--- config.mk ---
export PLATFORM = sky130hd
export DESIGN_NAME = btb_predictor
export DESIGN_NICKNAME = d
export VERILOG_FILES = /design/src/rtl/btb_predictor.sv
export SDC_FILE = /design/constraint.sdc
export NUM_CORES = 1
export LEC_CHECK = 0
export CAP_MARGIN = 20
export CELL_PAD_IN_SITES_DETAIL_PLACEMENT = 0
export CELL_PAD_IN_SITES_GLOBAL_PLACEMENT = 1
export CORE_UTILIZATION = 51
export DETAILED_ROUTE_END_ITERATION = 8
export HOLD_SLACK_MARGIN = 0.06
export PLACE_DENSITY_LB_ADDON = 0.12
export SYNTH_ARGS = -nofsm -noshare
export SYNTH_HDL_FRONTEND = slang
export SYNTH_SLANG_ARGS = --single-unit
--- constraint.sdc ---
create_clock -name clk -period 5.55 [get_ports clk]
set_clock_uncertainty 0.05 [all_clocks]
set_input_delay 1.11 -clock clk [delete_from_list [all_inputs] [get_ports clk]]
set_output_delay 1.11 -clock clk [all_outputs]
set_load 0.02 [all_outputs]
--- src/rtl/btb_predictor.sv ---
// Branch target buffer with bimodal or gshare indexing.
// Valid bits are cleared by a one-entry-per-cycle walk after reset or invalidate.
module btb_predictor #(
  parameter int ENTRIES  = 16,
  parameter int TAG_W    = 8,
  parameter int CTR_BITS = 2,
  parameter int MODE     = 0,
  parameter int HIST_W   = $clog2(ENTRIES)
) (
  input  logic                        clk,
  input  logic                        rst_n,
  input  logic [31:0]                 lookup_pc,
  output logic                        lookup_hit,
  output logic                        lookup_taken,
  output logic [31:0]                 lookup_target,
  output logic [$clog2(ENTRIES)-1:0]  lookup_idx,
  input  logic                        upd_valid,
  input  logic [31:0]                 upd_pc,
  input  logic [$clog2(ENTRIES)-1:0]  upd_idx,
  input  logic                        upd_taken,
  input  logic [31:0]                 upd_target,
  input  logic                        upd_mispredict,
  input  logic                        inv_all,
  output logic                        ready,
  output logic [31:0]                 hit_cnt,
  output logic [31:0]                 mispred_cnt
);
  localparam int IDX_W = $clog2(ENTRIES);
  localparam logic [CTR_BITS-1:0] CTR_INIT = CTR_BITS'(1 << (CTR_BITS - 1));

  typedef enum logic {INIT, RUN} state_t;

  state_t             state, state_nx;
  logic [IDX_W-1:0]   walk, walk_nx;
  logic [HIST_W-1:0]  ghr;
  logic [ENTRIES-1:0] valid;

  logic [TAG_W-1:0]    tag_q [ENTRIES];
  logic [31:0]         tgt_q [ENTRIES];
  logic [CTR_BITS-1:0] ctr_q [ENTRIES];

  logic [TAG_W-1:0] l_tag, u_tag;
  logic [IDX_W-1:0] hist;
  logic             run, accept, u_hit;
  logic             unused;

  assign run   = (state == RUN);
  assign hist  = (MODE == 1) ? IDX_W'(ghr) : '0;
  assign l_tag = lookup_pc[IDX_W+TAG_W+1:IDX_W+2];
  assign u_tag = upd_pc[IDX_W+TAG_W+1:IDX_W+2];

  assign lookup_idx    = lookup_pc[IDX_W+1:2] ^ hist;
  assign lookup_hit    = run && valid[lookup_idx]
                         && (tag_q[lookup_idx] == l_tag);
  assign lookup_taken  = lookup_hit && ctr_q[lookup_idx][CTR_BITS-1];
  assign lookup_target = lookup_hit ? tgt_q[lookup_idx] : '0;
  assign ready         = run;

  assign accept = upd_valid && rst_n && run;
  assign u_hit  = valid[upd_idx] && (tag_q[upd_idx] == u_tag);

  assign unused = ^{lookup_pc[31:IDX_W+TAG_W+2], lookup_pc[1:0],
                    upd_pc[31:IDX_W+TAG_W+2], upd_pc[1:0]};

  always_comb begin
    state_nx = state;
    walk_nx  = walk;
    unique case (state)
      INIT: begin
        if (inv_all) begin
          walk_nx = '0;
        end else if (walk == IDX_W'(ENTRIES - 1)) begin
          state_nx = RUN;
          walk_nx  = '0;
        end else begin
          walk_nx = walk + 1'b1;
        end
      end
      RUN: begin
        if (inv_all) begin
          state_nx = INIT;
          walk_nx  = '0;
        end
      end
      default: begin
        state_nx = INIT;
        walk_nx  = '0;
      end
    endcase
  end

  always_ff @(posedge clk) begin
    if (!rst_n) begin
      state       <= INIT;
      walk        <= '0;
      ghr         <= '0;
      hit_cnt     <= '0;
      mispred_cnt <= '0;
    end else begin
      state <= state_nx;
      walk  <= walk_nx;
      if (accept && MODE == 1)
        ghr <= HIST_W'({ghr, upd_taken});
      if (accept && u_hit && hit_cnt != 32'hFFFF_FFFF)
        hit_cnt <= hit_cnt + 32'd1;
      if (accept && upd_mispredict
          && mispred_cnt != 32'hFFFF_FFFF)
        mispred_cnt <= mispred_cnt + 32'd1;
    end
  end

  // Payload storage is unreset; only valid bits gate its use.
  always_ff @(posedge clk) begin
    if (state == INIT) begin
      valid[walk] <= 1'b0;
    end else if (accept) begin
      if (u_hit) begin
        if (upd_taken) begin
          tgt_q[upd_idx] <= upd_target;
          if (ctr_q[upd_idx] != '1)
            ctr_q[upd_idx] <= ctr_q[upd_idx] + 1'b1;
        end else if (ctr_q[upd_idx] != '0) begin
          ctr_q[upd_idx] <= ctr_q[upd_idx] - 1'b1;
        end
      end else if (upd_taken) begin
        valid[upd_idx] <= 1'b1;
        tag_q[upd_idx] <= u_tag;
        tgt_q[upd_idx] <= upd_target;
        ctr_q[upd_idx] <= CTR_INIT;
      end
    end
  end
endmodule

# Word level (Yosys, flattened, before mapping)
# Memories as Yosys holds them, arrays and structs flattened.
# Index checks and enable logic that the tools add are counted.
[op_classes]
n_addsub = 5
order_cmp = 5
n_eq_ne = 10
muxes = 45
n_bitwise = 7
n_reduce_logical = 14
[ops]
columns = ["operator", "count"]
rows = [
  ["$add A32 B1 Y32 const B", 2],
  ["$mux W16", 4],
  ["$mux W32", 2],
  ["$ne A32 B32 Y1 const B", 2],
  ["$mux W1", 28],
  ["$and A16 B16 Y16", 1],
  ["$eq A8 B8 Y1", 2],
  ["$not A16 Y16", 1],
  ["$or A16 B16 Y16", 1],
  ["$lt A4 B5 Y1 const B", 3],
  ["$logic_and A1 B1 Y1", 12],
  ["$mux W4", 3],
  ["$bmux W1 S4", 2],
  ["$demux W1 S4", 2],
  ["$ge A4 B1 Y1 const B", 2],
  ["$ne A2 B2 Y1 const B", 4],
  ["$pmux W4 S2", 1],
  ["$add A4 B1 Y4 const B", 1],
  ["$eq A4 B4 Y1 const B", 1],
  ["$mux W2", 2],
  ["$or A1 B1 Y1", 3],
  ["$reduce_and A3 Y1", 1],
  ["$add A2 B1 Y2 const B", 1],
  ["$ne A2 B1 Y1 const B", 1],
  ["other kinds (4)", 4],
]
[word_totals]
reg_bits = 85
ram_bits = 672
inputBits = 106
output_inout_bits = 103
word_cells = 94
mem_count = 3
[mem_list]
columns = ["memory", "depth", "width", "rd", "rd_ports_with_merged_regs", "write_ports", "line_no", "source"]
rows = [
  ["tgt_q", 16, 32, 1, 0, 1, "39", "logic [31:0] tgt_q [ENTRIES];"],
  ["tag_q", 16, 8, 2, 0, 1, "38", "logic [TAG_W-1:0] tag_q [ENTRIES];"],
  ["ctr_q", 16, 2, 2, 0, 1, "40", "logic [CTR_BITS-1:0] ctr_q [ENTRIES];"],
]

# Logic depth before layout (Yosys ltp)
# Gate-level depths: netlist of the first run.
# An unclocked memory read counts as a cell.
[depth]
depth_word = 10
depth_mapped = 14
mapped_depth_nobuf = 8

# Least setup slack after synthesis of the first run
# Ideal clock, no wire load.
[synth_path]
path_type = "input to output"
startpoint = "input lookup_pc[2]"
endpoint = "output lookup_target[10]"
arrival_ns = 4.125
required_ns = 4.390
slack_ns = 0.265
cell_stages = 9
path_buffers = 3
path_cell_list = "clkbuf_1 buf_1 mux4_2 mux4_2 xor2_1 nor4_1 nand3_1 clkbuf_1 nor2b_1"
[synth_via]
elab_chain_len = 5
elab_cells_between_ends = 8
classes_between = "1 x eq/ne; 3 x mux; 2 x reduce/logical; 2 x memory"
[synth_lines]
columns = ["item", "line_no", "source"]
rows = [
  ["start, declared", "12", "input logic [31:0] lookup_pc,"],
  ["branches (longest 4 deep; another with $mem_v2 Z16 W8)", "-", ""],
  ["$mux W32 (*)", "56", "assign lookup_target = lookup_hit ? tgt_q[lookup_idx] : '0;"],
  ["end, declared", "15", "output logic [31:0] lookup_target,"],
]
# Mark *: on every way between the ends. The select of a mux whose other input is x is not followed.

# Worst setup path after layout of the first run
[layout_path]
startpoint = "input lookup_pc[2]"
endpoint = "output lookup_target[0]"
# Same word-level chain as after synthesis.

==> results of run 1 <==
==> worst max path at each step <==
stage                        endpoint          from
floorplan           lookup_target[10]  lookup_pc[2]
detailed placement  lookup_target[14]  lookup_pc[2]
global placement     lookup_target[0]  lookup_pc[2]
global route         lookup_target[0]  lookup_pc[2]
CTS                 lookup_target[15]  lookup_pc[2]
finish               lookup_target[0]  lookup_pc[2]
==> Yosys cell counts, drive strengths merged, types with 6 or more instances <==
cell type / instances / area share
mux4: 244 / 0.17
and2: 9 / 0.0018
o31ai: 15 / 0.0036
xnor2: 17 / 0.0052
a21oi: 54 / 0.0085
nor2b: 47 / 0.0093
and3: 20 / 0.0039
nor3: 14 / 0.0022
nor2: 77 / 0.0091
nand3: 35 / 0.0055
ha: 6 / 0.0024
o21ai: 24 / 0.0038
dfxtp: 69 / 0.044
xor2: 22 / 0.0061
mux2i: 34 / 0.011
buf: 41 / 0.0073
nand2b: 6 / 0.0012
nor4: 16 / 0.0032
edfxtp: 688 / 0.65
or3: 23 / 0.0045
a31oi: 6 / 0.0012
clkbuf: 64 / 0.0076
and4: 9 / 0.0025
or4: 12 / 0.0028
nand2: 60 / 0.0071
nand4: 19 / 0.0037
inv: 18 / 0.0021
==> area by class of cell <==
| cell class | count | area, um2 |
|---|---|---|
| Clock inverter | 31 | 283 |
| Clock buffer | 109 | 2140 |
| Fill cell | 4507 | 24400 |
| Inverter | 18 | 67.6 |
| Sequential cell | 757 | 22000 |
| Multi-Input combinational cell | 830 | 9260 |
| Timing Repair Buffer | 230 | 2300 |
| Tap cell | 837 | 1050 |
==> report_power, final <==
group / leakage, nW / switching [mW] / internal, mW
Combinational: 3.68 / 0.315 / 0.284
Clock: 1.19 / 2.16 / 2.85
Sequential: 6.78 / 0.00551 / 6.22
Total: 11.6 / 2.48 / 9.36
==> per-stage QoR <==
step                      area (um2)  power (mW)
after global placement         34700        6.94
after floorplan                31700        6.72
final                          37100        11.8
after CTS                      37100        11.9
after detailed placement       34700        6.95
after global routing           37100        12.2
==> flip-flops by register name, summed over array words and instances, names as in the netlist <==
signal,cells
tgt_q,512
hit_cnt,32
walk,4
ctr_q,32
mispred_cnt,32
tag_q,128
ready,1
valid,16
==> cells by family (layout without fill, tap and decap cells) <==
family | Yosys count | in the layout
buf+inv | 123 | 388
fa+ha+maj | 6 | 6
simple gates | 361 | 361
xor+xnor | 39 | 39
flops | 757 | 757
mux | 282 | 282
compound gates | 142 | 142
==> cell usage in the layout (no fill, tap or decap), drive strengths merged, types with 6 or more instances in the layout <==
cell type	count
and3	20
clkbuf	109
dfxtp	69
xor2	22
clkinv	27
or4	12
clkdlybuf4s50	155
o21ai	24
o31ai	15
nand2b	6
nor2b	47
xnor2	17
or3	23
a31oi	6
and4	9
nor4	16
nor3	14
and2	9
edfxtp	688
nor2	77
nand4	19
inv	19
nand3	35
ha	6
a21oi	54
mux2i	34
mux4	244
buf	73
nand2	60
==> per-layer routing <==
| metal | part of all wire | GRT usage | up-vias |
|---|---|---|---|
| met3 | 0.056 | 0.0391 | 105 |
| met1 | 0.43 | 0.349 | 9103 |
| met2 | 0.49 | 0.389 | 520 |
| met5 | 0.00039 | 0 | - |
| li1 | - | - | 7442 |
| met4 | 0.018 | 0.0631 | 4 |
==> worst max-delay path: stages <==
cell             delay, ns
buf_12                0.23
mux4_2                0.54
mux4_2                0.54
xor2_1                0.17
nor4_1                0.36
buf_4                 0.19
nand3_2               0.11
buf_12                0.21
nor2b_1               0.16
clkdlybuf4s50_1       0.63
==> impl_metrics.prom, run 1 <==
# TYPE chip_impl_metric gauge
chip_impl_info{name="result_of_the_run",value="complete, no violations"} 1
chip_impl_metric{name="layout.nets",unit=""} 2028
chip_impl_metric{name="synth.lib_cells_used.distinct",unit=""} 61
chip_impl_metric{name="synth-compound-area-share",unit=""} 0.0284
chip_impl_metric{name="wire_per_inst",unit="um"} 26.7
chip_impl_metric{name="grt_pass1_wl",unit="mm"} 112
chip_impl_metric{name="yosys.area_share.xor_xnor",unit=""} 0.0112
chip_impl_metric{name="max_slew_margin",unit=""} 0.415
chip_impl_metric{name="areaGrowthSynthToFinish",unit="%"} 17.1
chip_impl_info{name="min_to",value="mispred_cnt[13]"} 1
chip_impl_metric{name="synth_simple_gate_area_frac",unit=""} 0.0605
chip_impl_metric{name="synth-seq-cells",unit=""} 757
chip_impl_metric{name="drtAntennaViolNets",unit=""} 0
chip_impl_metric{name="first_global_vias",unit=""} 17400
chip_impl_metric{name="worst-path-max-fanout",unit=""} 34
chip_impl_metric{name="post_cts_buffers",unit=""} 0
chip_impl_metric{name="postSynthCellCount",unit=""} 1710
chip_impl_metric{name="h_tree_depth",unit=""} 3
chip_impl_metric{name="maxCapViolCount",unit=""} 0
chip_impl_metric{name="syn-cell-area",unit="um2"} 31700
chip_impl_metric{name="cts_inserted_buffers",unit=""} 79
chip_impl_metric{name="dieWidth",unit="um"} 251
chip_impl_metric{name="tightest_slew",unit="ns"} 0.877
chip_impl_metric{name="final-setup-viol-count",unit=""} 0
chip_impl_metric{name="hold_viol",unit=""} 0
chip_impl_metric{name="floorplan.initialDensity",unit=""} 0.515
chip_impl_metric{name="grt_overflow_total",unit=""} 0
chip_impl_metric{name="drv_slew",unit=""} 0
chip_impl_metric{name="synth_async_sr_flop_share",unit=""} 0
chip_impl_info{name="cp-start-kind",value="primary input"} 1
chip_impl_info{name="ys.flop_type",value="edfxtp_1"} 1
chip_impl_info{name="rr_startpoint",value="tag_q[3][7]"} 1
chip_impl_metric{name="antenna_cells",unit=""} 0
chip_impl_metric{name="clk_path_buf_depth",unit=""} 3
chip_impl_metric{name="setup_slack_of_the_critical_path_after_layout",unit="ns"} 0.0967
chip_impl_metric{name="dp_worst_setup_slack",unit="ns"} -0.0139
chip_impl_metric{name="post_synth.cell_area_avg",unit="um2"} 18.5
chip_impl_info{name="critical_path.reg2reg.endpoint",value="ctr_q[14][0]"} 1
chip_impl_metric{name="period_needed",unit="ns"} 5.45
chip_impl_metric{name="timing.critical_path.required",unit="ns"} 4.39
chip_impl_info{name="clock_tree_from_tritoncts",value="built"} 1
chip_impl_metric{name="dr_total_vias",unit=""} 17200
chip_impl_metric{name="clock_transition_at_the_registers_of_the_reported_paths",unit="ns"} 0.05
chip_impl_metric{name="number_of_antenna_violations_at_the_first_check_in_global_routing",unit=""} 2
chip_impl_metric{name="post_cts_resized",unit=""} 1
chip_impl_metric{name="yosysSeqAreaShare",unit=""} 0.695
chip_impl_metric{name="portBuffers",unit=""} 164
chip_impl_metric{name="pin_count",unit=""} 209
chip_impl_metric{name="power_density",unit="nW/um2"} 319
chip_impl_info{name="rsz_0062_raised_after_global_routing",value="no"} 1
chip_impl_metric{name="placed_cells",unit=""} 2671
chip_impl_info{name="worst-setup-path-type",value="primary input to output port"} 1
chip_impl_metric{name="post-route-util",unit=""} 0.603
chip_impl_metric{name="ir_drop",unit="mV"} 0.263
chip_impl_metric{name="maximum_number_of_pins_on_one_net_before_global_route_repair",unit=""} 133
chip_impl_metric{name="detail_route.vias_per_cell",unit=""} 6.11
chip_impl_info{name="largest_family_of_logic_cells_by_synthesized_area",value="multiplexers"} 1
chip_impl_metric{name="cts.hold.buffers_added",unit=""} 0
chip_impl_metric{name="max_freq",unit="MHz"} 183
chip_impl_metric{name="rrSetupSlack",unit="ns"} 1.91
chip_impl_metric{name="core_area",unit="um2"} 61600
chip_impl_metric{name="cellLeakagePower",unit="nW"} 11.6
chip_impl_metric{name="gr-usage-all-layers",unit=""} 0.242
chip_impl_metric{name="drt-pass1-iter-count",unit=""} 8
chip_impl_metric{name="edff_count_synth",unit=""} 688
chip_impl_info{name="worst_hold_path_type",value="flop to flop"} 1
chip_impl_metric{name="globalplace.congestion",unit=""} 0.810
chip_impl_metric{name="final.period_utilization",unit=""} 0.983
chip_impl_metric{name="clock_sinks",unit=""} 757
chip_impl_metric{name="setup_total_negative_slack",unit="ns"} 0
chip_impl_metric{name="synth-adder-area-share",unit=""} 0.00237
chip_impl_info{name="hold_start",value="mispred_cnt[13]"} 1
chip_impl_metric{name="worst_skew_pair.late_latency",unit="ns"} 0.62
chip_impl_metric{name="violation_count_after_the_first_detailed_route_iteration",unit=""} 1723
chip_impl_metric{name="final_layout_size_suffix_gt1_frac",unit=""} 0.228
chip_impl_metric{name="worst-endpoint-arrival",unit="ns"} 4.29
chip_impl_metric{name="drc",unit=""} 0
chip_impl_metric{name="synth.yosys.warnings",unit=""} 0
chip_impl_metric{name="holdWs",unit="ns"} 0.449
chip_impl_info{name="cts_root_buffer",value="clkbuf_16"} 1
chip_impl_metric{name="mux_share_of_post_synthesis_cell_area",unit=""} 0.186
chip_impl_metric{name="floorplan.die_area",unit="um2"} 63200
chip_impl_metric{name="holdPathStages",unit=""} 2
chip_impl_metric{name="floorplan.die.height",unit="um"} 251
chip_impl_metric{name="syn-num-nets",unit=""} 1822
chip_impl_metric{name="worst_r2r_path_depth",unit=""} 7
chip_impl_metric{name="drt-total-wl",unit="mm"} 75.2
chip_impl_metric{name="final_cell_count_no_fill",unit=""} 2812
chip_impl_info{name="endpoint_kind",value="output port"} 1
chip_impl_metric{name="num_rows",unit=""} 91
chip_impl_metric{name="place_hpwl",unit="mm"} 41.7
No activity file was read; power rests on OpenSTA's default activity.
==> run 2, diff against run 1 <==
Settings changed: SLEW_MARGIN set to 20.
Clock period 5.55 ns to 5.2 ns, I/O delays scaled along.
==> run 2 against run 1 <==
Global-route usage decreased by 0.28 points. Clock-buffer cell count fell by 4. Register-to-register slack worse by 0.35 ns. Critical path depth up 1. Design area grew 0.22%. Highest routed layer is now met4.
==> impl_metrics.prom, run 2 (same netlist as run 1, synthesis figures left out) <==
# TYPE chip_impl_metric gauge
chip_impl_info{name="result_of_the_run",value="complete, no violations"} 1
chip_impl_metric{name="gr-usage-all-layers",unit=""} 0.240
chip_impl_metric{name="maximum_number_of_pins_on_one_net_before_global_route_repair",unit=""} 85
chip_impl_metric{name="clock_transition_at_the_registers_of_the_reported_paths",unit="ns"} 0.06
chip_impl_metric{name="h_tree_depth",unit=""} 3
chip_impl_metric{name="areaGrowthSynthToFinish",unit="%"} 17.4
chip_impl_info{name="critical_path.reg2reg.endpoint",value="ctr_q[15][1]"} 1
chip_impl_metric{name="timing.critical_path.required",unit="ns"} 4.11
chip_impl_metric{name="hold_viol",unit=""} 0
chip_impl_metric{name="worst-endpoint-arrival",unit="ns"} 3.93
chip_impl_metric{name="dieWidth",unit="um"} 251
chip_impl_metric{name="power.switching",unit="mW"} 2.60
chip_impl_metric{name="violation_count_after_the_first_detailed_route_iteration",unit=""} 1496
chip_impl_metric{name="layout.nets",unit=""} 2040
chip_impl_metric{name="fillCellCount",unit=""} 4552
chip_impl_metric{name="floorplan.die.height",unit="um"} 251
chip_impl_metric{name="floorplan.die_area",unit="um2"} 63200
chip_impl_info{name="cts_root_buffer",value="clkbuf_16"} 1
chip_impl_metric{name="pwr-share-seq",unit=""} 0.534
chip_impl_metric{name="first_global_vias",unit=""} 17300
chip_impl_metric{name="number_of_antenna_violations_at_the_first_check_in_global_routing",unit=""} 1
chip_impl_info{name="rsz_0062_raised_after_global_routing",value="no"} 1
chip_impl_metric{name="tightest_slew",unit="ns"} 0.773
chip_impl_info{name="most_used_cells_in_the_layout_excluding_fill_and_tap_cells",value="edfxtp_1 (688), mux4_2 (242), clkdlybuf4s50_1 (124)"} 1
chip_impl_metric{name="cts_inserted_buffers",unit=""} 80
chip_impl_metric{name="final.period_utilization",unit=""} 0.966
chip_impl_metric{name="floorplan.initialDensity",unit=""} 0.515
chip_impl_metric{name="final_area",unit="um2"} 37200
chip_impl_metric{name="largest_register_ff_count",unit=""} 512
chip_impl_metric{name="worst_skew_pair.late_latency",unit="ns"} 0.62
chip_impl_metric{name="clk_path_buf_depth",unit=""} 3
chip_impl_metric{name="pin_count",unit=""} 209
chip_impl_metric{name="drtAntennaViolNets",unit=""} 0
chip_impl_info{name="worst-setup-path-type",value="primary input to output port"} 1
chip_impl_metric{name="drt-total-wl",unit="mm"} 74.5
chip_impl_metric{name="setup_slack_of_the_critical_path_after_layout",unit="ns"} 0.178
chip_impl_metric{name="period_needed",unit="ns"} 5.02
chip_impl_metric{name="dr_total_vias",unit=""} 17200
chip_impl_metric{name="antenna_cells",unit=""} 0
chip_impl_metric{name="max_slew_margin",unit=""} 0.485
chip_impl_metric{name="core_area",unit="um2"} 61600
chip_impl_metric{name="cts.hold.buffers_added",unit=""} 0
chip_impl_metric{name="placed_cells",unit=""} 2682
chip_impl_info{name="hold_start",value="hit_cnt[5]"} 1
chip_impl_metric{name="power.switching_fraction",unit=""} 0.209
chip_impl_info{name="crit_chain",value="buf_8 -> buf_12 -> mux4_2 -> mux4_2 -> xor2_1 -> nor4_1 -> buf_4 -> nand3_2 -> buf_12 -> inv_1 -> clkdlybuf4s50_1"} 1
chip_impl_metric{name="multi_input_gate_area",unit="um2"} 9270
chip_impl_metric{name="clock_power_share",unit=""} 0.415
chip_impl_metric{name="portBuffers",unit=""} 164
chip_impl_metric{name="final-seq-area",unit="um2"} 22000
chip_impl_info{name="clock_tree_from_tritoncts",value="built"} 1
chip_impl_info{name="min_to",value="hit_cnt[5]"} 1
chip_impl_info{name="worst_hold_path_type",value="flop to flop"} 1
chip_impl_metric{name="cellLeakagePower",unit="nW"} 12.2
chip_impl_metric{name="power_density",unit="nW/um2"} 334
chip_impl_metric{name="num_rows",unit=""} 91
chip_impl_metric{name="maxCapViolCount",unit=""} 0
chip_impl_info{name="rr_startpoint",value="tag_q[4][7]"} 1
chip_impl_info{name="endpoint_kind",value="output port"} 1
chip_impl_metric{name="drc",unit=""} 0
chip_impl_metric{name="drv_slew",unit=""} 0
chip_impl_metric{name="holdWs",unit="ns"} 0.446
chip_impl_metric{name="place_hpwl",unit="mm"} 41.9
chip_impl_metric{name="setup_total_negative_slack",unit="ns"} 0
chip_impl_metric{name="clock_sinks",unit=""} 757
chip_impl_metric{name="critical-path-max-stage-delay",unit="ns"} 0.59
chip_impl_info{name="cp-start-kind",value="primary input"} 1
chip_impl_metric{name="max_freq",unit="MHz"} 199
chip_impl_metric{name="design_power_total",unit="mW"} 12.5
chip_impl_metric{name="globalplace.congestion",unit=""} 0.828
chip_impl_metric{name="final-setup-viol-count",unit=""} 0
chip_impl_metric{name="share_comb_of_total_power",unit=""} 0.051
chip_impl_metric{name="drt-pass1-iter-count",unit=""} 5
chip_impl_metric{name="grt_overflow_total",unit=""} 0
chip_impl_metric{name="holdPathStages",unit=""} 2
chip_impl_metric{name="dp_worst_setup_slack",unit="ns"} 0.0372
chip_impl_metric{name="wire_per_inst",unit="um"} 26.4
chip_impl_metric{name="place_area",unit="um2"} 34800
chip_impl_metric{name="worst_r2r_path_depth",unit=""} 7
chip_impl_info{name="biggestRegsByFlops",value="tgt_q: 512 flops, tag_q: 128 flops"} 1
chip_impl_metric{name="detail_route.vias_per_cell",unit=""} 6.09
chip_impl_metric{name="post-route-util",unit=""} 0.604
chip_impl_metric{name="ir_drop",unit="mV"} 0.251
chip_impl_metric{name="grt_pass1_wl",unit="mm"} 110
chip_impl_metric{name="rrSetupSlack",unit="ns"} 1.56
chip_impl_metric{name="final_layout_size_suffix_gt1_frac",unit=""} 0.230
chip_impl_info{name="largest-register",value="tgt_q"} 1
chip_impl_metric{name="internal_power",unit="mW"} 9.85
chip_impl_info{name="critPathSlowestCell",value="clkdlybuf4s50_1"} 1
chip_impl_metric{name="final_cell_count_no_fill",unit=""} 2820
chip_impl_info{name="final_common_cell",value="edfxtp_1"} 1
chip_impl_metric{name="worst-path-max-fanout",unit=""} 34
chip_impl_metric{name="post_cts_buffers",unit=""} 0
==> run 2: power by group through the flow <==
stage	sequential (mW)	clock [mW]	combinational [mW]
after floorplan	6.78	0	0.396
after global placement	6.78	0	0.636
after detailed placement	6.78	0	0.643
after CTS	6.65	5.27	0.646
after global routing	6.65	5.50	0.682
final	6.65	5.17	0.637
==> run 2: how the worst max path moves through the flow <==
| stage | from | slack, ns | cells after the start | to |
|---|---|---|---|---|
| after global routing | lookup_pc[2] | 0.04 | 11 | lookup_hit |
| after detailed placement | lookup_pc[2] | 0.04 | 11 | lookup_target[9] |
| after floorplan | lookup_pc[2] | 0.06 | 9 | lookup_target[10] |
| after CTS | lookup_pc[2] | 0.03 | 11 | lookup_target[9] |
| final | lookup_pc[2] | 0.18 | 11 | lookup_hit |
| after global placement | lookup_pc[2] | 0.03 | 11 | lookup_target[10] |
==> run 2: what timing repair did <==
action | 4_1_cts | 5_1_grt
gates resized for setup | 0 | 33
endpoints found under the setup margin | 0 | 33
endpoints found under the hold margin | 0 | 0
==> run 2: area by class of cell <==
cell class | count | area share
Timing Repair Buffer | 241 | 0.0664
Multi-Input combinational cell | 830 | 0.249
Sequential cell | 757 | 0.592
Tap cell | 837 | 0.0281
Inverter | 18 | 0.00181
Clock buffer | 105 | 0.0566
Clock inverter | 32 | 0.00622
==> run 2: worst max-delay path, delay by kind of cell <==
kind / cells / cell delay [ns]
simple gates: 2 / 0.36
xor+xnor: 1 / 0.16
mux: 2 / 1.02
buf+inv: 6 / 1.30
==> run 2: per-layer routing <==
layer  share of wire  vias to the layer above  GRT usage
met5               0                        -          0
met4           0.017                        0     0.0592
met3           0.068                       89     0.0441
met2            0.50                      578      0.388
met1            0.42                     9031      0.339
li1                -                     7486          -
